[src/rtl/io_mmio_ctrl_pkg.sv]
// Shared definitions for the memory-mapped I/O controller.
// Holds the I/O address map, the STATUS bit positions and the address decoder
// used by io_mmio_ctrl.
package io_mmio_ctrl_pkg;

  // I/O register addresses; decoded on all 32 address bits.
  localparam logic [31:0] IO_STATUS = 32'h8000_0000;
  localparam logic [31:0] IO_RXDATA = 32'h8000_0004;
  localparam logic [31:0] IO_TXDATA = 32'h8000_0008;
  localparam logic [31:0] IO_CYCLES = 32'h8000_0010;
  localparam logic [31:0] IO_INSTS  = 32'h8000_0014;
  localparam logic [31:0] IO_CNTCLR = 32'h8000_0018;

  // STATUS register bit indices.
  localparam int unsigned IO_ST_TX_EMPTY = 0;
  localparam int unsigned IO_ST_RX_AVAIL = 1;
  localparam int unsigned IO_ST_TX_DROP  = 2;

  typedef enum logic [2:0] {
    RegNone,
    RegStatus,
    RegRxdata,
    RegTxdata,
    RegCycles,
    RegInsts,
    RegCntclr
  } io_reg_e;

  function automatic io_reg_e io_decode(input logic [31:0] addr);
    io_reg_e sel;
    sel = RegNone;
    unique case (addr)
      IO_STATUS: sel = RegStatus;
      IO_RXDATA: sel = RegRxdata;
      IO_TXDATA: sel = RegTxdata;
      IO_CYCLES: sel = RegCycles;
      IO_INSTS:  sel = RegInsts;
      IO_CNTCLR: sel = RegCntclr;
      default:   sel = RegNone;
    endcase
    return sel;
  endfunction

  function automatic logic [31:0] io_status_word(input logic tx_empty, input logic rx_avail,
                                                 input logic tx_drop);
    logic [31:0] w;
    w = '0;
    w[IO_ST_TX_EMPTY] = tx_empty;
    w[IO_ST_RX_AVAIL] = rx_avail;
    w[IO_ST_TX_DROP]  = tx_drop;
    return w;
  endfunction

endpackage

[src/rtl/io_rx_fifo.sv]
// Byte FIFO buffering the UART receive path.
// Ports:
//   clk, rst     clock and asynchronous active-high reset
//   push, din    write strobe and byte; ignored while full
//   pop          read strobe; ignored while empty
//   dout         head of the FIFO (combinational, stale when empty)
//   full, empty  occupancy flags
module io_rx_fifo #(
  parameter int unsigned DEPTH = 4
) (
  input  logic       clk,
  input  logic       rst,
  input  logic       push,
  input  logic [7:0] din,
  input  logic       pop,
  output logic [7:0] dout,
  output logic       full,
  output logic       empty
);

  localparam int unsigned AW = $clog2(DEPTH);
  localparam logic [AW:0] CntFull = DEPTH[AW:0];
  localparam logic [AW:0] CntOne = 1;
  localparam logic [AW-1:0] PtrOne = 1;

  logic [7:0]    mem_q [DEPTH];
  logic [AW-1:0] wr_ptr_q, wr_ptr_d;
  logic [AW-1:0] rd_ptr_q, rd_ptr_d;
  logic [AW:0]   cnt_q, cnt_d;
  logic          push_ok, pop_ok;

  assign full    = (cnt_q == CntFull);
  assign empty   = (cnt_q == '0);
  assign push_ok = push & ~full;
  assign pop_ok  = pop & ~empty;
  assign dout    = mem_q[rd_ptr_q];

  // DEPTH is a power of two, so pointers wrap by natural overflow.
  always_comb begin
    wr_ptr_d = wr_ptr_q;
    rd_ptr_d = rd_ptr_q;
    cnt_d    = cnt_q;
    if (push_ok) wr_ptr_d = wr_ptr_q + PtrOne;
    if (pop_ok)  rd_ptr_d = rd_ptr_q + PtrOne;
    case ({push_ok, pop_ok})
      2'b10:   cnt_d = cnt_q + CntOne;
      2'b01:   cnt_d = cnt_q - CntOne;
      default: cnt_d = cnt_q;
    endcase
  end

  always_ff @(posedge clk or posedge rst) begin
    if (rst) begin
      wr_ptr_q <= '0;
      rd_ptr_q <= '0;
      cnt_q    <= '0;
    end else begin
      wr_ptr_q <= wr_ptr_d;
      rd_ptr_q <= rd_ptr_d;
      cnt_q    <= cnt_d;
    end
  end

  // Storage needs no reset: contents are only visible through a nonzero count.
  always_ff @(posedge clk) begin
    if (push_ok) mem_q[wr_ptr_q] <= din;
  end

endmodule

[src/rtl/io_mmio_ctrl.sv]
// Memory-mapped I/O controller for the 0x8xxxxxxx region.
// Decodes I/O loads/stores from the memory-control stage, returns registered
// load data (latency 1), bridges to a UART (buffered RX FIFO, single-entry TX
// holding register) and provides cycle and retired-instruction counters.
// Ports:
//   clk, rst                  clock and asynchronous active-high reset
//   Addr, Wdata               address and lane-shifted store data
//   Io_trans                  store byte enables (nonzero = store)
//   Io_recv                   load strobe
//   Inst_retire               one instruction retired this cycle
//   Rdata                     registered load data
//   uart_tx_data/valid/ready  TX byte handshake to the transmitter
//   uart_rx_data/valid/ready  RX byte handshake from the receiver
module io_mmio_ctrl
  import io_mmio_ctrl_pkg::*;
#(
  parameter int unsigned RX_DEPTH = 4,
  parameter int unsigned CNT_W    = 32  // at most 32; reads are zero-extended
) (
  input  logic        clk,
  input  logic        rst,
  input  logic [31:0] Addr,
  input  logic [31:0] Wdata,
  input  logic [3:0]  Io_trans,
  input  logic        Io_recv,
  input  logic        Inst_retire,
  output logic [31:0] Rdata,
  output logic [7:0]  uart_tx_data,
  output logic        uart_tx_valid,
  input  logic        uart_tx_ready,
  input  logic [7:0]  uart_rx_data,
  input  logic        uart_rx_valid,
  output logic        uart_rx_ready
);

  localparam logic [CNT_W-1:0] CntOne = 1;

  io_reg_e sel;

  logic [31:0]      rdata_q, rdata_d;
  logic [7:0]       tx_data_q, tx_data_d;
  logic             tx_valid_q, tx_valid_d;
  logic             tx_drop_q, tx_drop_d;
  logic [CNT_W-1:0] cyc_q, cyc_d;
  logic [CNT_W-1:0] inst_q, inst_d;

  logic       rx_push, rx_pop, rx_full, rx_empty;
  logic [7:0] rx_head;
  logic       tx_store, tx_load, tx_drop_evt, status_rd, cnt_clr;

  assign sel = io_decode(Addr);

  // RX path
  assign uart_rx_ready = ~rx_full;
  assign rx_push       = uart_rx_valid & ~rx_full;
  assign rx_pop        = Io_recv & (sel == RegRxdata) & ~rx_empty;

  io_rx_fifo #(
    .DEPTH(RX_DEPTH)
  ) u_rx_fifo (
    .clk  (clk),
    .rst  (rst),
    .push (rx_push),
    .din  (uart_rx_data),
    .pop  (rx_pop),
    .dout (rx_head),
    .full (rx_full),
    .empty(rx_empty)
  );

  // TX path: a store on the handshake edge still sees the register as full.
  assign tx_store    = Io_trans[0] & (sel == RegTxdata);
  assign tx_load     = tx_store & ~tx_valid_q;
  assign tx_drop_evt = tx_store & tx_valid_q;
  assign status_rd   = Io_recv & (sel == RegStatus);
  assign cnt_clr     = (|Io_trans) & (sel == RegCntclr);

  always_comb begin
    tx_data_d  = tx_data_q;
    tx_valid_d = tx_valid_q;
    if (tx_load) begin
      tx_data_d  = Wdata[7:0];
      tx_valid_d = 1'b1;
    end else if (tx_valid_q && uart_tx_ready) begin
      tx_valid_d = 1'b0;
    end
  end

  // A drop on the same edge as the STATUS read that clears the flag wins.
  always_comb begin
    tx_drop_d = tx_drop_q;
    if (status_rd)   tx_drop_d = 1'b0;
    if (tx_drop_evt) tx_drop_d = 1'b1;
  end

  // Counters: clear beats increment.
  always_comb begin
    cyc_d  = cyc_q + CntOne;
    inst_d = Inst_retire ? (inst_q + CntOne) : inst_q;
    if (cnt_clr) begin
      cyc_d  = '0;
      inst_d = '0;
    end
  end

  // Load data mux; reads see pre-edge values of every register.
  always_comb begin
    rdata_d = rdata_q;
    if (Io_recv) begin
      case (sel)
        RegStatus: rdata_d = io_status_word(~tx_valid_q, ~rx_empty, tx_drop_q);
        RegRxdata: rdata_d = rx_empty ? 32'h0 : {24'h0, rx_head};
        RegCycles: rdata_d = 32'(cyc_q);
        RegInsts:  rdata_d = 32'(inst_q);
        default:   rdata_d = 32'h0;
      endcase
    end
  end

  always_ff @(posedge clk or posedge rst) begin
    if (rst) begin
      rdata_q    <= '0;
      tx_data_q  <= '0;
      tx_valid_q <= 1'b0;
      tx_drop_q  <= 1'b0;
      cyc_q      <= '0;
      inst_q     <= '0;
    end else begin
      rdata_q    <= rdata_d;
      tx_data_q  <= tx_data_d;
      tx_valid_q <= tx_valid_d;
      tx_drop_q  <= tx_drop_d;
      cyc_q      <= cyc_d;
      inst_q     <= inst_d;
    end
  end

  assign Rdata         = rdata_q;
  assign uart_tx_data  = tx_data_q;
  assign uart_tx_valid = tx_valid_q;

endmodule
[config.mk]
export PLATFORM = sky130hd
export DESIGN_NAME = io_mmio_ctrl
export DESIGN_NICKNAME = d
export VERILOG_FILES = /design/src/rtl/io_mmio_ctrl_pkg.sv /design/src/rtl/io_rx_fifo.sv /design/src/rtl/io_mmio_ctrl.sv
export SDC_FILE = /design/constraint.sdc
export NUM_CORES = 1
export LEC_CHECK = 0
export CORE_UTILIZATION = 57
export CTS_CLUSTER_SIZE = 14
export DETAILED_ROUTE_END_ITERATION = 8
export PLACE_DENSITY = 0.86
export SLEW_MARGIN = 20
export SYNTH_ARGS = -nofsm -noshare
export SYNTH_HDL_FRONTEND = slang
export SYNTH_HIERARCHICAL = 1
export SYNTH_SLANG_ARGS = --single-unit
[constraint.sdc]
create_clock -name clk -period 10.7 [get_ports clk]
set_input_delay 2.14 -clock clk [delete_from_list [all_inputs] [get_ports clk]]
set_output_delay 2.14 -clock clk [all_outputs]
set_load 0.03 [all_outputs]
### After elaboration in Yosys (flattened, before gate mapping)

Memories as Yosys holds them, arrays and structs flattened.
Cells that the tools add are included.

| cells by class | value |
|---|---|
| $add $sub $neg | 6 |
| eq/ne operators | 15 |
| muxes and demuxes | 13 |
| bitwise gates (word level) | 13 |
| reductions and logical operators | 7 |

Operators with widths:

| cell | count |
|---|---|
| $eq A32 B32 Y1 const B | 6 |
| $pmux W32 S4 | 1 |
| $mux W32 | 3 |
| $add A32 B1 Y32 const B | 2 |
| $pmux W3 S6 | 1 |
| $eq A3 B3 Y1 const B | 4 |
| $and A1 B1 Y1 | 10 |
| $mux W8 | 1 |
| $reduce_bool A2 Y1 | 4 |
| $eq A3 B2 Y1 const B | 2 |
| $mux W1 | 6 |
| $pmux W3 S2 | 1 |
| $add A2 B1 Y2 const B | 2 |
| $reduce_or A4 Y1 | 1 |
| $add A3 B1 Y3 const B | 1 |
| $eq A3 B1 Y1 const B | 1 |
| $logic_not A3 Y1 | 1 |
| $not A1 Y1 | 3 |
| $sub A3 B1 Y3 const B | 1 |
| $eq A2 B1 Y1 const B | 1 |
| $eq A2 B2 Y1 const B | 1 |
| $logic_and A1 B1 Y1 | 1 |

| word-level totals | value |
|---|---|
| bits in registers | 113 |
| bits in writable memories | 32 |
| input port bits | 82 |
| output and inout port bits | 42 |
| word-level logic and storage cells | 64 |
| memories kept | 1 |

Memory list:

| memory | depth | bits a word | rd ports | clocked after Yosys merged registers in | write ports | line | source |
|---|---|---|---|---|---|---|---|
| u_rx_fifo.mem_q | 4 | 8 | 1 | 0 | 1 | io_rx_fifo.sv:26 | `logic [7:0] mem_q [DEPTH];` |

### Depth between registers and ports, before layout

Gate-level depths: netlist (run 1).

| depth | value |
|---|---|
| word-level depth | 8 |
| mapped depth | 11 |
| gate-level depth less buffers | 11 |

### By module

Netlist (run 1), hierarchy kept.

Modules (own cells, without submodules):

| module | times used | cells each | area each (um^2) | sequential area each (um^2) |
|---|---|---|---|---|
| io_mmio_ctrl | 1 | 530 | 5331.4 | 2652.5 |
| io_rx_fifo | 1 | 80 | 1596.5 | 1136.1 |

### Least setup slack after synthesis (run 1)

Ideal clock, no wire load.

| path | value |
|---|---|
| path type | in2reg |
| from | input port Addr[13] |
| to | register u_rx_fifo.cnt_q[2] |
| setup time | 0.079 ns |
| arrival | 4.250 ns |
| required time | 10.621 ns |
| path slack | 6.370 ns |
| stages | 11 |
| cell sequence | nor4_1 -> nand4_1 -> or2_2 -> nor3_1 -> o31a_2 -> ha_1 -> inv_1 -> fa_1 -> xor2_1 -> nor2_1 -> xor2_1 |

| on the way | value |
|---|---|
| longest elaborated chain between the ends | 8 |

Ends and longest elaborated chain:

| item | line | source |
|---|---|---|
| start, declared | io_mmio_ctrl.sv:22 | `input logic [31:0] Addr,` |
| $eq A32 B32 Y1 | io_mmio_ctrl_pkg.sv:32 | `unique case (addr)` |
| $pmux W3 S6 (*) | io_mmio_ctrl_pkg.sv:32 |  |
| $eq A3 B2 Y1 (*) | io_mmio_ctrl.sv:56 | `assign rx_pop = Io_recv & (sel == RegRxdata) & ~rx_empty;` |
| $and A1 B1 Y1 (*) (2 in series) | io_mmio_ctrl.sv:56 |  |
| net rx_pop | io_mmio_ctrl.sv:47 | `logic rx_push, rx_pop, rx_full, rx_empty;` |
| $and A1 B1 Y1 (*) | io_rx_fifo.sv:35 | `assign pop_ok = pop & ~empty;` |
| net u_rx_fifo.pop_ok | io_rx_fifo.sv:30 | `logic push_ok, pop_ok;` |
| $eq A2 B1 Y1 or $eq A2 B2 Y1 (tied branches) | io_rx_fifo.sv:45 | `case ({push_ok, pop_ok})` |
| $pmux W3 S2 or $reduce_bool A2 Y1 (tied branches) | - |  |
| end signal, assigned | io_rx_fifo.sv:60 | `cnt_q <= cnt_d;` |
| end, declared | io_rx_fifo.sv:29 | `logic [AW:0] cnt_q, cnt_d;` |

The timed path passes the listed nets; every way through them passes the cells marked *.
A chain may end at the register's enable or synchronous reset.

### Worst setup path after layout (run 1)

| path | value |
|---|---|
| from | input port Io_recv |
| to | register u_rx_fifo.cnt_q[2] |

| on the way | value |
|---|---|
| longest elaborated chain between the ends | 5 |

Ends and longest elaborated chain:

| item | line | source |
|---|---|---|
| start, declared | io_mmio_ctrl.sv:25 | `input logic Io_recv,` |
| $and A1 B1 Y1 (*) (2 in series) | io_mmio_ctrl.sv:56 |  |
| net rx_pop | io_mmio_ctrl.sv:47 |  |
| $and A1 B1 Y1 (*) | io_rx_fifo.sv:35 |  |
| net u_rx_fifo.pop_ok | io_rx_fifo.sv:30 |  |
| $eq A2 B1 Y1 or $eq A2 B2 Y1 (tied branches) | io_rx_fifo.sv:45 |  |
| $pmux W3 S2 or $reduce_bool A2 Y1 (tied branches) | - |  |

Marked as above.

==> results of run 1 <==
-- cells in the final DEF, fill, tap and decap left out, drive strengths merged, types with 2 or more instances in the layout --
| cell | netlist | routed |
|---|---|---|
| nor4 | 13 | 13 |
| nor2 | 78 | 78 |
| o21ai | 9 | 9 |
| dfrtp | 113 | 113 |
| inv | 42 | 45 |
| mux2i | 32 | 32 |
| nand2 | 22 | 22 |
| xor2 | 48 | 48 |
| clkbuf | 8 | 19 |
| and4 | 4 | 4 |
| nor4b | 2 | 2 |
| clkdlybuf4s50 | 0 | 99 |
| edfxtp | 32 | 32 |
| clkinvlp | 0 | 3 |
| clkinv | 0 | 4 |
| nor3 | 9 | 9 |
| buf | 16 | 4 |
| mux2 | 9 | 9 |
| nand4 | 31 | 31 |
| a21oi | 6 | 6 |
| mux4 | 9 | 9 |
| xnor2 | 19 | 19 |
| nor2b | 10 | 10 |
| nand3 | 24 | 24 |
| and2 | 8 | 8 |
| ha | 7 | 7 |
| nor3b | 7 | 7 |
| or2 | 2 | 2 |
| o22ai | 26 | 26 |
| bufinv | 0 | 3 |
| and3 | 14 | 14 |
-- power by group through the flow --
stage	combinational [W]	sequential (W)	clock [W]
finish	0.000168	0.000659	0.000603
floorplan	0.000112	0.000654	0
detailed placement	0.000166	0.000668	0
global placement	0.000155	0.000661	0
CTS	0.000169	0.000659	0.000605
global route	0.000184	0.000665	0.000633
-- layer usage --
metal / vias to the layer above / wire length [µm] / share of wire (%) / global-route usage, %
li1: 2336 / - / - / -
met1: 2562 / 6060 / 37 / 31.4
met2: 159 / 8870 / 55 / 49.3
met3: 40 / 874 / 5.4 / 6.64
met4: 0 / 429 / 2.6 / 13.2
met5: - / 0 / 0 / 0
-- metrics by stage --
stage               utilization (%)  std cells  setup slack, ns  area [µm²]
global placement               69.0        832             5.48        8010
finish                         74.2        864             5.60        8620
floorplan                         -        610             5.77        6930
CTS                            74.2        864             5.62        8610
global route                   74.2        864             5.46        8620
detailed placement             69.0        832             5.28        8010
-- worst register-to-register path: cells and delay by family, from the launching register on --
family / cells / cell delay (ns)
flip-flops: 1 / 0.46
AO/OA/AOI/OAI: 1 / 0.20
XOR/XNOR: 2 / 0.30
AND/OR/NAND/NOR: 3 / 1.10
adder cells (fa/ha/maj): 2 / 0.40
buffers and inverters: 1 / 0.08
-- synth_stat cells, drive strengths merged, types with 6 or more instances --
cell | instances | area share (%)
dfrtp | 113 | 41
nor2 | 78 | 4.3
xor2 | 48 | 6.1
inv | 42 | 2.3
edfxtp | 32 | 14
mux2i | 32 | 4.6
nand4 | 31 | 3.1
o22ai | 26 | 2.3
nand3 | 24 | 1.7
nand2 | 22 | 1.2
xnor2 | 19 | 2.4
buf | 16 | 1.3
and3 | 14 | 1.3
nor4 | 13 | 1.7
nor2b | 10 | 1.0
mux2 | 9 | 1.5
mux4 | 9 | 2.9
nor3 | 9 | 0.79
o21ai | 9 | 0.65
and2 | 8 | 0.79
clkbuf | 8 | 0.45
ha | 7 | 1.3
nor3b | 7 | 0.92
a21oi | 6 | 0.43
-- final cells by class --
type                            instances  area [µm²]  area share (%)
Clock inverter                         13         159            1.84
Clock buffer                           19         443            5.14
Multi-Input combinational cell        399        2870            33.3
Sequential cell                       145        3790            44.0
Timing Repair Buffer                  103        1020            11.8
Inverter                               42         160            1.86
Tap cell                              143         179            2.08
-- kinds of logic after synthesis --
logic type	count (synthesis)	share of synthesized area, %
XOR/XNOR	67	8.47
adder cells (fa/ha/maj)	8	1.55
AO/OA/AOI/OAI	46	3.99
flip-flops	145	54.7
buffers and inverters	66	4.01
multiplexers	50	9.07
AND/OR/NAND/NOR	228	18.2
-- how the worst min path moves through the flow --
stage | start | end | slack, ns
after global routing | uart_tx_data[5] | uart_tx_data[5] | 0.54
final | uart_tx_data[5] | uart_tx_data[5] | 0.51
after global placement | uart_tx_data[7] | uart_tx_data[7] | 0.49
after detailed placement | uart_tx_data[5] | uart_tx_data[5] | 0.50
after CTS | uart_tx_data[5] | uart_tx_data[5] | 0.51
after floorplan | tx_drop_q | tx_drop_q | 0.46
-- flip-flops by register name, indices dropped and copies added, names as in the netlist --
register,count
uart_tx_data,8
u_rx_fifo/mem_q,32
u_rx_fifo/cnt_q,3
uart_tx_valid,1
Rdata,32
cyc_q,32
u_rx_fifo/wr_ptr_q,2
u_rx_fifo/rd_ptr_q,2
inst_q,32
tx_drop_q,1
==> reports/results.ini, run 1 <==
[global_route]
grt_pass1_wl_um = 26900
grtUsageTotal_pct = 27.7
antenna_found_initial = 0
grt_max_degree = 76
grt_pass1_vias = 5465
grt_overflow_total = 0

[power]
irDropWorstVdd_v = 0.000139
intPower_w = 0.00107
power_density_mw_per_mm2 = 166
p_sw_share_pct = 25.3
p_sw_w = 0.000362
power_frac_seq_pct = 46.1
power.total_w = 0.00143
clkPwrFrac_pct = 42.2
p_leak_nw = 3.75
combPwrFrac_pct = 11.7

[timing]
finalMaxSlewViolations = 0
rsz0062_at_grt = false
fin_worst_skew_ns = 0.00938
hold_viol_final = 0
min_period_over_period_pct = 47.7
setup_viol_count_final = 0
post-route-min-period_ns = 5.10
slew_headroom_pct = 25.9
fin_tns_setup_ns = 0
hold_ws_ns = 0.513
max_freq_mhz = 196
tightestPinTransition_ns = 1.11

[yosys]
synthArstFlopShare_pct = 77.9
synth.distinct_cells = 50
syn_nets = 700
synth_cells = 610
synth_edf_count = 32
dominantRegCellSynth = dfrtp_1
yosysWarnings = 6
seq_area_frac_synth_pct = 54.7
ys_ff_latch = 145
syn_area_mm2 = 0.00693
synth.avg_cell_area_um2 = 11.4

[die]
die-area_mm2 = 0.0126
die_h_um = 112
start_util_pct = 59.7
core_mm2 = 0.0116
num_rows = 39
die_x_um = 112
io_pins = 124

[placed_design]
io_buffers = 99
routabilityCongestion = 0.768
dp_hpwl_um = 11100

[cts]
root_buffer = clkbuf_16
postCtsSetupRepairBufs = 0
post_cts_resized = 0
holdBufCountCts = 0
clk_latency_ns = 0.42
clk_pin_slew_ns = 0.06
cts-buffers-inserted = 17
cts_sinks = 145
cts_tree = built
htree_levels = 4
clock_path_buffers = 2

[routing]
dr.pass1.iters = 6
drt_iter0_drc = 455
dr_total_vias = 5097
ant_nets = 0
totalWireLength_um = 16200
wire_per_inst_um = 18.8
drc = 4
via_per_inst = 5.90

[status]
violations = design-rule violations
status = finished, violations left

[setup_path]
crit_path_cell_trace = clkdlybuf4s50_1 > buf_4 > nor4b_1 > nand4_1 > or2_2 > nor3_1 > o31a_2 > ha_1 > inv_1 > fa_1 > xor2_1 > nor2_1 > xor2_1
rrSetupSlack_ns = 8.05
critical_path_arrival_ns = 5.45
endpoint = u_rx_fifo/cnt_q[2]
slowest_stage = clkdlybuf4s50_1
cp.depth = 13
reg2reg_from = u_rx_fifo/cnt_q[0]
crit_path_end_kind = register
max_stage_delay_ns = 0.46
critPathMaxFanout = 33
crit_type = primary input to register
crit_family = simple AND/OR/NAND/NOR gates
cpMostUsedCell = xor2_1
start_kind = primary input
r2r.worst_path.cells = 9
r2r_end = u_rx_fifo/cnt_q[2]
cp.required_ns = 11.04
startpoint = Io_recv
cp_num_buf_inv = 3

[layout]
final_nets = 798
syn2layout_area_growth_pct = 24.4
diodes = 0
fill_cells = 765
drive_above_1_share_pct = 10.3

[worst_hold_path]
hold_path_class = register to register
min_path_cells = 1

[job]
cap_viol_max_count = 0

(Power assumes the default switching activity.)
==> run 2: changes to the inputs <==
Settings changed: CORE_UTILIZATION 57 to 53, PLACE_DENSITY 0.86 to 0.8.
Clock period 10.7 ns to 4.9 ns, I/O delays scaled along.
==> reports/results.ini, run 2 (synthesis results as in run 1) <==
[setup_path]
critical_path_arrival_ns = 3.79
cp.required_ns = 5.24
crit_type = primary input to register
rrSetupSlack_ns = 2.31
startpoint = Addr[1]
r2r_end = u_rx_fifo/cnt_q[2]
r2r.worst_path.cells = 9
crit_family = simple AND/OR/NAND/NOR gates
critPathMaxFanout = 4
crit_path_cell_trace = clkdlybuf4s50_1 > nor3_1 > nand4_1 > or2_2 > nor3_1 > o31a_2 > ha_1 > inv_1 > fa_1 > xor2_1 > nor2_1 > xor2_1
slowest_stage = clkdlybuf4s50_1
max_stage_delay_ns = 0.40
crit_path_end_kind = register
cp_num_buf_inv = 2
start_kind = primary input
endpoint = u_rx_fifo/cnt_q[2]
cp.depth = 12
reg2reg_from = u_rx_fifo/cnt_q[0]

[global_route]
grtUsageMet1_pct = 29.7
grt_util_met2_pct = 42.6
use_met3_pct = 6.75
grt_busiest_layer = met2
grt_pass1_vias = 5144
grtUsageTotal_pct = 25.0
antenna_found_initial = 0
grt_overflow_total = 0
grt_max_degree = 65
grt_pass1_wl_um = 25300

[die]
die_h_um = 116
core_mm2 = 0.0127
io_pins = 124
start_util_pct = 54.7
die-area_mm2 = 0.0135
num_rows = 41
die_x_um = 116

[cts]
holdBufCountCts = 0
clk_pin_slew_ns = 0.06
clock_path_buffers = 2
post_cts_resized = 0
cts_tree = built
clk_latency_ns = 0.43
root_buffer = clkbuf_16
cts-buffers-inserted = 17
cts_sinks = 145
htree_levels = 4
postCtsSetupRepairBufs = 0

[routing]
ant_nets = 0
via_per_inst = 5.54
drt_iter0_drc = 220
dr.pass1.iters = 5
totalWireLength_um = 15200
drc = 0
wire_per_inst_um = 17.0
dr_total_vias = 4954

[placed_design]
io_buffers = 99
pre_cts_slack_ns = 1.02
routabilityCongestion = 0.796
dp_hpwl_um = 10600
dp.cells = 862

[layout]
most-common-layout-cells = dfrtp_1 (113), clkdlybuf4s50_1 (99), nor2_1 (76), xor2_1 (48), inv_1 (41)
diodes = 0
final_common_cell = dfrtp_1
syn2layout_area_growth_pct = 24.7
fill_cells = 942
final_cells = 894
final_core_util_pct = 68.2
final_nets = 799
drive_above_1_share_pct = 10.5

[timing]
finalMaxSlewViolations = 0
max_freq_mhz = 290
tightestPinTransition_ns = 1.04
rsz0062_at_grt = false
fin_worst_skew_ns = 0.0126
fin_ws_ns = 1.45
slew_headroom_pct = 30.4
post-route-min-period_ns = 3.45
hold_viol_final = 0
setup_viol_count_final = 0
fin_tns_setup_ns = 0
min_period_over_period_pct = 70.5

[status]
status = completed

[power]
power.total_w = 0.00305
irDropWorstVdd_v = 0.000334
p_leak_nw = 3.74
power_density_mw_per_mm2 = 353

[job]
cap_viol_max_count = 0

[worst_hold_path]
hold_path_class = register to register
min_path_cells = 1

-- run 2: worst min-delay path by stage --
| stage | from | to | slack (ns) |
|---|---|---|---|
| 4_1_cts | uart_tx_data[7] | uart_tx_data[7] | 0.52 |
| 3_5_place_dp | uart_tx_data[5] | uart_tx_data[5] | 0.50 |
| 6_report | uart_tx_data[6] | uart_tx_data[6] | 0.51 |
| 5_1_grt | uart_tx_data[7] | uart_tx_data[7] | 0.53 |
| 3_3_place_gp | uart_tx_data[6] | uart_tx_data[6] | 0.49 |
| 2_1_floorplan | tx_drop_q | tx_drop_q | 0.46 |
-- run 2: layout make-up --
class / instances / area, µm² / share of cell area (%)
flip-flops and latches: 145 / 3790 / 43.8
multi-input cells: 399 / 2870 / 33.2
repair buffers: 104 / 1030 / 11.9
clock buffers: 18 / 439 / 5.08
well taps: 172 / 215 / 2.49
inverters: 42 / 160 / 1.85
clock inverters: 14 / 141 / 1.64
-- run 2: where the power goes --
| part | internal, W | leakage (nW) | switching, W |
|---|---|---|---|
| logic | 0.000174 | 1.65 | 0.000192 |
| registers | 0.00135 | 1.83 | 0.0000849 |
| clock network | 0.000757 | 0.269 | 0.000493 |
-- run 2: stage by stage --
step,hold slack (ns),instance area (µm²)
final,0.512,8640
after global routing,0.534,8640
after CTS,0.516,8640
after detailed placement,0.501,8060
after global placement,0.491,8060
after floorplan,0.458,6930
-- run 2: per-layer routing --
layer	wire (µm)	share of wire, %
met5	0	0
met3	587	3.9
met4	365	2.4
met1	6400	42
met2	7890	52
==> run 3: changes to the inputs <==
Settings changed: CORE_UTILIZATION 53 to 48, PLACE_DENSITY 0.8 to 0.77.
Clock period 4.9 ns to 2.8 ns, I/O delays scaled along.
==> reports/results.ini, run 3 (synthesis results as in run 1) <==
[status]
status = completed

[layout]
drive_above_1_share_pct = 14.7
diodes = 0
final_area_mm2 = 0.00897
final_core_util_pct = 64.1
final_common_cell = dfrtp_1
final_nets = 826
syn2layout_area_growth_pct = 29.5
fill_cells = 1053
most-common-layout-cells = dfrtp_1 (113), clkdlybuf4s50_1 (99), nor2_1 (76), xor2_1 (48), inv_1 (41)

[routing]
ant_nets = 0
drt_iter0_drc = 305
totalWireLength_um = 15700
dr_total_vias = 5136
drc = 0
dr.pass1.iters = 5
wire_per_inst_um = 16.9
via_per_inst = 5.53

[die]
num_rows = 43
die_x_um = 122
start_util_pct = 49.5
die_h_um = 122
io_pins = 124
core_mm2 = 0.0140
die-area_mm2 = 0.0149

[timing]
hold_viol_final = 0
hold_ws_ns = 0.464
finalMaxSlewViolations = 0
fin_ws_ns = 0.0350
setup_viol_count_final = 0
post-route-min-period_ns = 2.77
max_freq_mhz = 362
fin_worst_skew_ns = 0.00698
tightestPinTransition_ns = 0.712
min_period_over_period_pct = 98.8
slew_headroom_pct = 52.2

[setup_path]
crit_type = primary input to register
critical_path_arrival_ns = 3.12
cp.required_ns = 3.16
crit_family = simple AND/OR/NAND/NOR gates
slowest_stage = clkdlybuf4s50_1
cpMostUsedCell = xor2_1
critPathMaxFanout = 2
crit_path_cell_trace = clkdlybuf4s50_1 > nor4b_1 > nand4_1 > or2_4 > nor3_4 > o31a_4 > ha_4 > inv_1 > fa_2 > xor2_1 > nor2_1 > xor2_1
cp_num_buf_inv = 2
crit_path_end_kind = register
max_stage_delay_ns = 0.52
start_kind = primary input

[cts]
cts_tree = built
clock_path_buffers = 2
holdBufCountCts = 0
cts_sinks = 145
clk_pin_slew_ns = 0.06
htree_levels = 4
clk_latency_ns = 0.43
root_buffer = clkbuf_16
cts-buffers-inserted = 17

[global_route]
grt_pass1_vias = 5331
grtUsageTotal_pct = 22.9
grt_pass1_wl_um = 26200
antenna_found_initial = 0
grt_overflow_total = 0
grt_max_degree = 44

[power]
power_frac_seq_pct = 46.7
p_leak_nw = 3.90
irDropWorstVdd_v = 0.000587
p_sw_share_pct = 26.6
combPwrFrac_pct = 12.6
intPower_w = 0.00394
clkPwrFrac_pct = 40.7
p_sw_w = 0.00143
power_density_mw_per_mm2 = 599

[placed_design]
dp_hpwl_um = 10800
io_buffers = 99
routabilityCongestion = 0.807
placed_area_mm2 = 0.00832
pre_cts_slack_ns = -0.803

[worst_hold_path]
hold_path_class = primary input to async pin

[job]
cap_viol_max_count = 0

==> run 3: per-stage QoR <==
stage,std cells,total power (W),setup TNS [ns]
floorplan,610,0.00293,0
global placement,895,0.00314,-0.894
detailed placement,895,0.00319,-1.68
CTS,928,0.00539,0
global route,929,0.00560,-0.0622
finish,929,0.00537,0
==> run 3: final timing paths <==
kind,start,endpoint,slack (ns),depth (start not counted)
worst min register to register,uart_tx_data[7],uart_tx_data[7],0.51,1
min in group clk,uart_tx_data[7],uart_tx_data[7],0.51,1
max in group asynchronous,rst,uart_tx_data[0],1.55,3
worst max register to register,u_rx_fifo/cnt_q[0],u_rx_fifo/cnt_q[2],0.60,10
worst max-delay path,Io_recv,u_rx_fifo/cnt_q[2],0.03,12
worst min-delay path,rst,u_rx_fifo/cnt_q[1],0.46,2
==> run 3: power by group through the flow <==
stage	clock, W	sequential [W]	combinational (W)
finish	0.00219	0.00251	0.000677
global route	0.00231	0.00253	0.000757
CTS	0.00221	0.00250	0.000671
detailed placement	0	0.00254	0.000654
global placement	0	0.00252	0.000621
floorplan	0	0.00250	0.000430
==> run 3: what timing repair did <==
item	in CTS	in global routing
buffers inserted	1	2
setup endpoints to repair	2	2
resized for setup	6	5
pin swaps	5	4
==> run 3: area by class of cell <==
type                            instances  area, µm²  share of cell area [%]
Tap cell                              180        225                    2.51
Inverter                               42        161                    1.80
Clock buffer                           18        439                    4.90
Timing Repair Buffer                  131       1290                    14.4
Sequential cell                       145       3790                    42.2
Clock inverter                         14        135                    1.51
Multi-Input combinational cell        399       2930                    32.6
==> run 3: metal layers <==
metal  share of wire, %  track usage [%]  vias up
li1                   -                -     2385
met1                 42             28.9     2547
met2                 51             38.1      184
met3                5.9             6.27       20
met4                1.2             7.55        0
met5                  0                0        -
==> patch 1: new RTL, flow settings as in run 3 <==
Make the reset (`rst`) synchronous in 2 clocked blocks. Comments in the files are not updated.
--- a/src/rtl/io_rx_fifo.sv
+++ b/src/rtl/io_rx_fifo.sv
@@ -50,5 +50,5 @@
   end
 
-  always_ff @(posedge clk or posedge rst) begin
+  always_ff @(posedge clk) begin
     if (rst) begin
       wr_ptr_q <= '0;
--- a/src/rtl/io_mmio_ctrl.sv
+++ b/src/rtl/io_mmio_ctrl.sv
@@ -118,5 +118,5 @@
   end
 
-  always_ff @(posedge clk or posedge rst) begin
+  always_ff @(posedge clk) begin
     if (rst) begin
       rdata_q    <= '0;
Behaviour: differs if rst is asserted again (counterexample within 4 cycles, from zero or initial values and one cycle with rst high); with rst held inactive, the same outputs for 10 cycles.
==> patch 1 against run 3 <==
- utilization is 0.91 points higher
- setup slack gained 0.027 ns
- non-clock buffer count up 5
- first-iteration DRC count grew 46%
- sequential cell count is 2 higher
- synthesized area shrank 5.3%
- design area is 3.6% lower
- routed wire length increased by 5.1%
- sequential share of layout area fell by 4.5 points
- hold slack got worse by 0.020 ns
- die area decreased by 5.3%
- via count is 8.3% higher
Power is not compared: it rests on default switching activity, and its combinational part moved more than twofold at a synthesized area within 25%.
==> patch 1: results <==
set metrics [dict create \
    synth_nets 748 \
    fin_cells 966 \
    fillCellCount 1013 \
    firstDrtPassIters 5 \
    via_count 5564 \
    clk_latency_ns 0.43 \
    synth.distinct_cells 49 \
    slew_headroom_pct 59.4 \
    dp.cells 921 \
    placed_area_um2 7870 \
    h-tree-depth 4 \
    critPathArrivalTime_ns 3.04 \
    synth.area.top_cells "dfxtp_1 (35%), edfxtp_1 (15%), mux2i_1 (6.4%), nand2_1 (3.7%), a21oi_1 (3.2%)" \
    grt_use_total_pct 23.8 \
    ys_top_cells_by_count "dfxtp_1 (115), nand2_1 (65), a21oi_1 (42), mux2i_1 (42), nor2_1 (36)" \
    rrSetupSlack_ns 0.26 \
    seq_area_frac_synth_pct 49.8 \
    place_hpwl_um 10900 \
    postSynthCellCount 658 \
    grt_first_pass_wirelength_um 26600 \
    switching_share_pct 20.8 \
    grt_max_degree 65 \
    holdWs_ns 0.443 \
    worstRegToRegCells 11 \
    async_reset_ff_share_pct 0 \
    fin_skew_ns 0.00741 \
    hold_class "reg -> reg" \
    grt_pass1_vias 5443 \
    cpLargestDelayFamily "buffers and inverters" \
    drt_first_iter_violations 445 \
    critPathMaxFanout 32 \
    place_ws_ns -0.577 \
    reg2reg_to "u_rx_fifo/cnt_q[2]" \
    drive_gt1_share_pct 13.0 \
    critPathLaunch "Addr[31]" \
    r2r-start "u_rx_fifo/cnt_q[0]" \
    finalNetCount 867 \
    root_buffer "clkbuf_16" \
    min_from "Rdata[17]" \
    fmax_ghz 0.365 \
    cts_buffer_depth 2 \
    num_antenna_cells 0 \
    pg_seq_mw 2.22 \
    synth_flop_cell "dfxtp_1" \
    worstHoldEndpoint "Rdata[17]" \
    p_int_mw 3.88 \
    gp_congestion 0.861 \
    status "complete, no violations" \
    wl_per_cell_um 17.0 \
    max_stage_delay_ns 0.46 \
]
==> patch 1: cell count changes after synthesis, moves of 17 or more <==
cell | before | now
or4_1 | 0 | 17
or3_1 | 0 | 24
o21ai_1 | 0 | 24
inv_1 | 42 | 16
a21oi_1 | 6 | 42
dfrtp_1 | 113 | 0
o21ai_0 | 9 | 32
o22ai_1 | 26 | 0
nand2_1 | 22 | 65
xor2_1 | 48 | 19
nor2_1 | 76 | 36
dfxtp_1 | 0 | 115
==> patch 1: layout make-up <==
class	count	area, um2	share of cell area, %
Tap cell	176	220	2.55
Multi-Input combinational cell	459	3180	36.8
Clock inverter	7	119	1.37
Sequential cell	147	3260	37.7
Timing Repair Buffer	136	1280	14.8
Inverter	16	60.1	0.695
Clock buffer	25	518	5.99
==> patch 1: timing repair <==
action / in CTS / in global routing
setup buffers: 8 / 3
gates resized for setup: 25 / 11
pin swaps: 14 / 16
setup endpoints to repair: 1 / 88
cloned: 0 / 2
==> patch 1: worst max-delay path by stage <==
stage | to | cells past startpoint
after CTS | u_rx_fifo/cnt_q[2] | 13
after detailed placement | u_rx_fifo/cnt_q[2] | 13
after global placement | u_rx_fifo/cnt_q[2] | 13
final | cyc_q[26] | 14
after global routing | u_rx_fifo/cnt_q[2] | 13
after floorplan | u_rx_fifo/cnt_q[2] | 12
==> patch 1: cells by family after synthesis <==
logic type                 after synthesis  synth area share, %
muxes                                   50                 9.16
AOI/OAI and AO/OA                      130                 11.8
and+or+nand+nor                        245                 20.8
xor gates and xnor gates                26                 3.47
buffers and inverters                   52                 3.40
adders and majority gates                8                 1.64
DFF                                    147                 49.8
==> patch 1: routing by layer <==
layer	routed length, um	global-route usage [%]	vias up
met5	0	0	-
met4	478	9.57	0
met3	793	5.70	44
met2	8390	41.7	177
met1	6790	28.0	2670
li1	-	-	2673
==> patch 2: new RTL, settings of run 3 <==
Without the edit above. Set the parameter `RX_DEPTH` to 8 (it was 4).
--- a/src/rtl/io_mmio_ctrl.sv
+++ b/src/rtl/io_mmio_ctrl.sv
@@ -15,5 +15,5 @@
   import io_mmio_ctrl_pkg::*;
 #(
-  parameter int unsigned RX_DEPTH = 4,
+  parameter int unsigned RX_DEPTH = 8,
   parameter int unsigned CNT_W    = 32  // at most 32; reads are zero-extended
 ) (
Behaviour: not the same (a bounded check fails within 10 cycles, from zero or initial values and one cycle with rst high).
==> patch 2 against run 3 <==
- via count is 15% higher
- sequential share of layout area grew 2.3 points
- setup slack improved by 0.050 ns
- power up 19%
- count of clock-buffer cells in the layout grew 3
- design area rose by 21%
- first-iteration DRC count up 1.6%
- hold slack better by 0.039 ns
- synthesized area up 22%
- critical path depth stayed put
- sequential cell count is 35 higher
- routed wire length rose by 22%
- sequential power increased by 27%
- highest routed layer unchanged
==> patch 2: results <==
set metrics [dict create \
    grtUsageMet1_pct 27.6 \
    leakage_nw 4.76 \
    yosysWarnings 6 \
    ys_top_cells_by_count "dfrtp_1 (116), nor2_1 (82), edfxtp_1 (64)" \
    placed_area_um2 10000 \
    synth_edf_count 64 \
    synthXorXnorAreaFrac_pct 6.93 \
    synth-compound-area-share_pct 3.84 \
    status "complete, no violations" \
    critPathArrivalTime_ns 3.01 \
    synth_fa_ha_area_share_pct 1.27 \
    place_ws_ns -0.508 \
    largest_reg_flops 64 \
    wl_per_cell_um 17.9 \
    via_count 5898 \
    grt_max_degree 107 \
    async_reset_ff_share_pct 64.4 \
    port_buffers 99 \
    critPathLaunch "Addr[12]" \
    vias_per_cell 5.51 \
    top_register "u_rx_fifo/mem_q" \
    synth_nets 781 \
    synth.area.top_cells "dfrtp_1 (34%), edfxtp_1 (23%), mux4_1 (5.0%), xor2_1 (4.8%), mux2i_1 (3.8%)" \
    tightest_slew_ns 0.655 \
    fin_skew_ns 0.0106 \
    dp.cells 1028 \
    synthMuxAreaShare_pct 11.4 \
    grt_first_pass_wirelength_um 30500 \
    drive_gt1_share_pct 15.6 \
    gp_congestion 0.787 \
    r2r-start "u_rx_fifo/cnt_q[0]" \
    crit_path_top_delay_cell "or4b_4" \
    place_hpwl_um 12500 \
    max_stage_delay_ns 0.54 \
    grt_pass1_vias 6049 \
    use_met2_pct 38.3 \
    critPathMaxFanout 4 \
    cts_buffer_depth 2 \
    h-tree-depth 4 \
    synth_flop_cell "dfrtp_1" \
    drt_first_iter_violations 310 \
    clk_latency_ns 0.43 \
    postSynthCellCount 691 \
    seq_area_frac_synth_pct 57.0 \
    grt_use_total_pct 21.9 \
    finalNetCount 923 \
    synth.distinct_cells 54 \
    met3_usage_pct 3.60 \
    vdd_drop_max_mv 0.472 \
    cpLargestDelayFamily "simple AND/OR/NAND/NOR gates" \
]
[patch 2: cell count changes after synthesis, sizes merged, moves of 3 or more]
cell    before  now
nor2        78   84
nand2       22   28
edfxtp      32   64
buf         16   20
and2         8    4
mux2         9   18
mux4         9   17
nand3       24   27
dfrtp      113  116
[patch 2: worst reg2reg max path, delay by kind of cell, from the launching register on]
kind,cells,cell delay (ns)
compound gates,2,0.22
fa+ha+maj,2,0.37
buf+inv,1,0.09
flops,1,0.49
simple gates,4,1.35
[patch 2: worst paths after layout]
check | to | cells after the start | slack, ns
max | u_rx_fifo/cnt_q[3] | 12 | 0.09
min | u_rx_fifo/cnt_q[0] | 2 | 0.50
max reg2reg | u_rx_fifo/cnt_q[3] | 9 | 0.14
min reg2reg | uart_tx_data[2] | 1 | 0.51
max in group asynchronous | inst_q[17] | 3 | 1.64
min in group clk | uart_tx_data[2] | 1 | 0.51
[patch 2: area by class of cell]
class                   instances  area [um2]
inverters                      42         161
clock buffers                  21         440
multi-input cells             441        3480
repair buffers                151        1500
fillers                      1305        6410
well taps                     225         282
flip-flops and latches        180        4820
clock inverters                11         138
[patch 2: what timing repair did]
action / in CTS / in global routing
setup endpoints to repair: 1 / 33
buffers inserted: 9 / 2
resized for setup: 7 / 38
pin swaps: 8 / 17
gates cloned: 0 / 0
[patch 2: per-layer routing]
layer	wire length (um)	vias to the layer above	share of wire [%]
met1	8210	2971	43
met5	0	-	0
li1	-	2772	-
met4	380	0	2.0
met3	533	35	2.8
met2	10000	120	52
[patch 2: stage by stage]
step / setup TNS (ns) / power [mW] / util (%)
floorplan: -0.0374 / 3.67 / -
global placement: -1.07 / 3.98 / 58.2
detailed placement: -1.22 / 4.04 / 58.2
CTS: -0.00614 / 6.41 / 62.0
global route: -0.0155 / 6.67 / 62.8
finish: 0 / 6.40 / 62.8
[patch 2: logic make-up (layout without fill, tap and decap cells)]
kind of cell / Yosys count / after routing
flops: 180 / 180
xor+xnor: 67 / 67
fa+ha+maj: 8 / 8
mux: 67 / 67
buf+inv: 70 / 225
simple gates: 247 / 247
compound gates: 52 / 52
[patch 2: power by group]
part	total [mW]	internal (mW)	switching [mW]
Combinational	0.859	0.404	0.455
Sequential	3.19	2.98	0.209
Clock	2.35	1.39	0.960
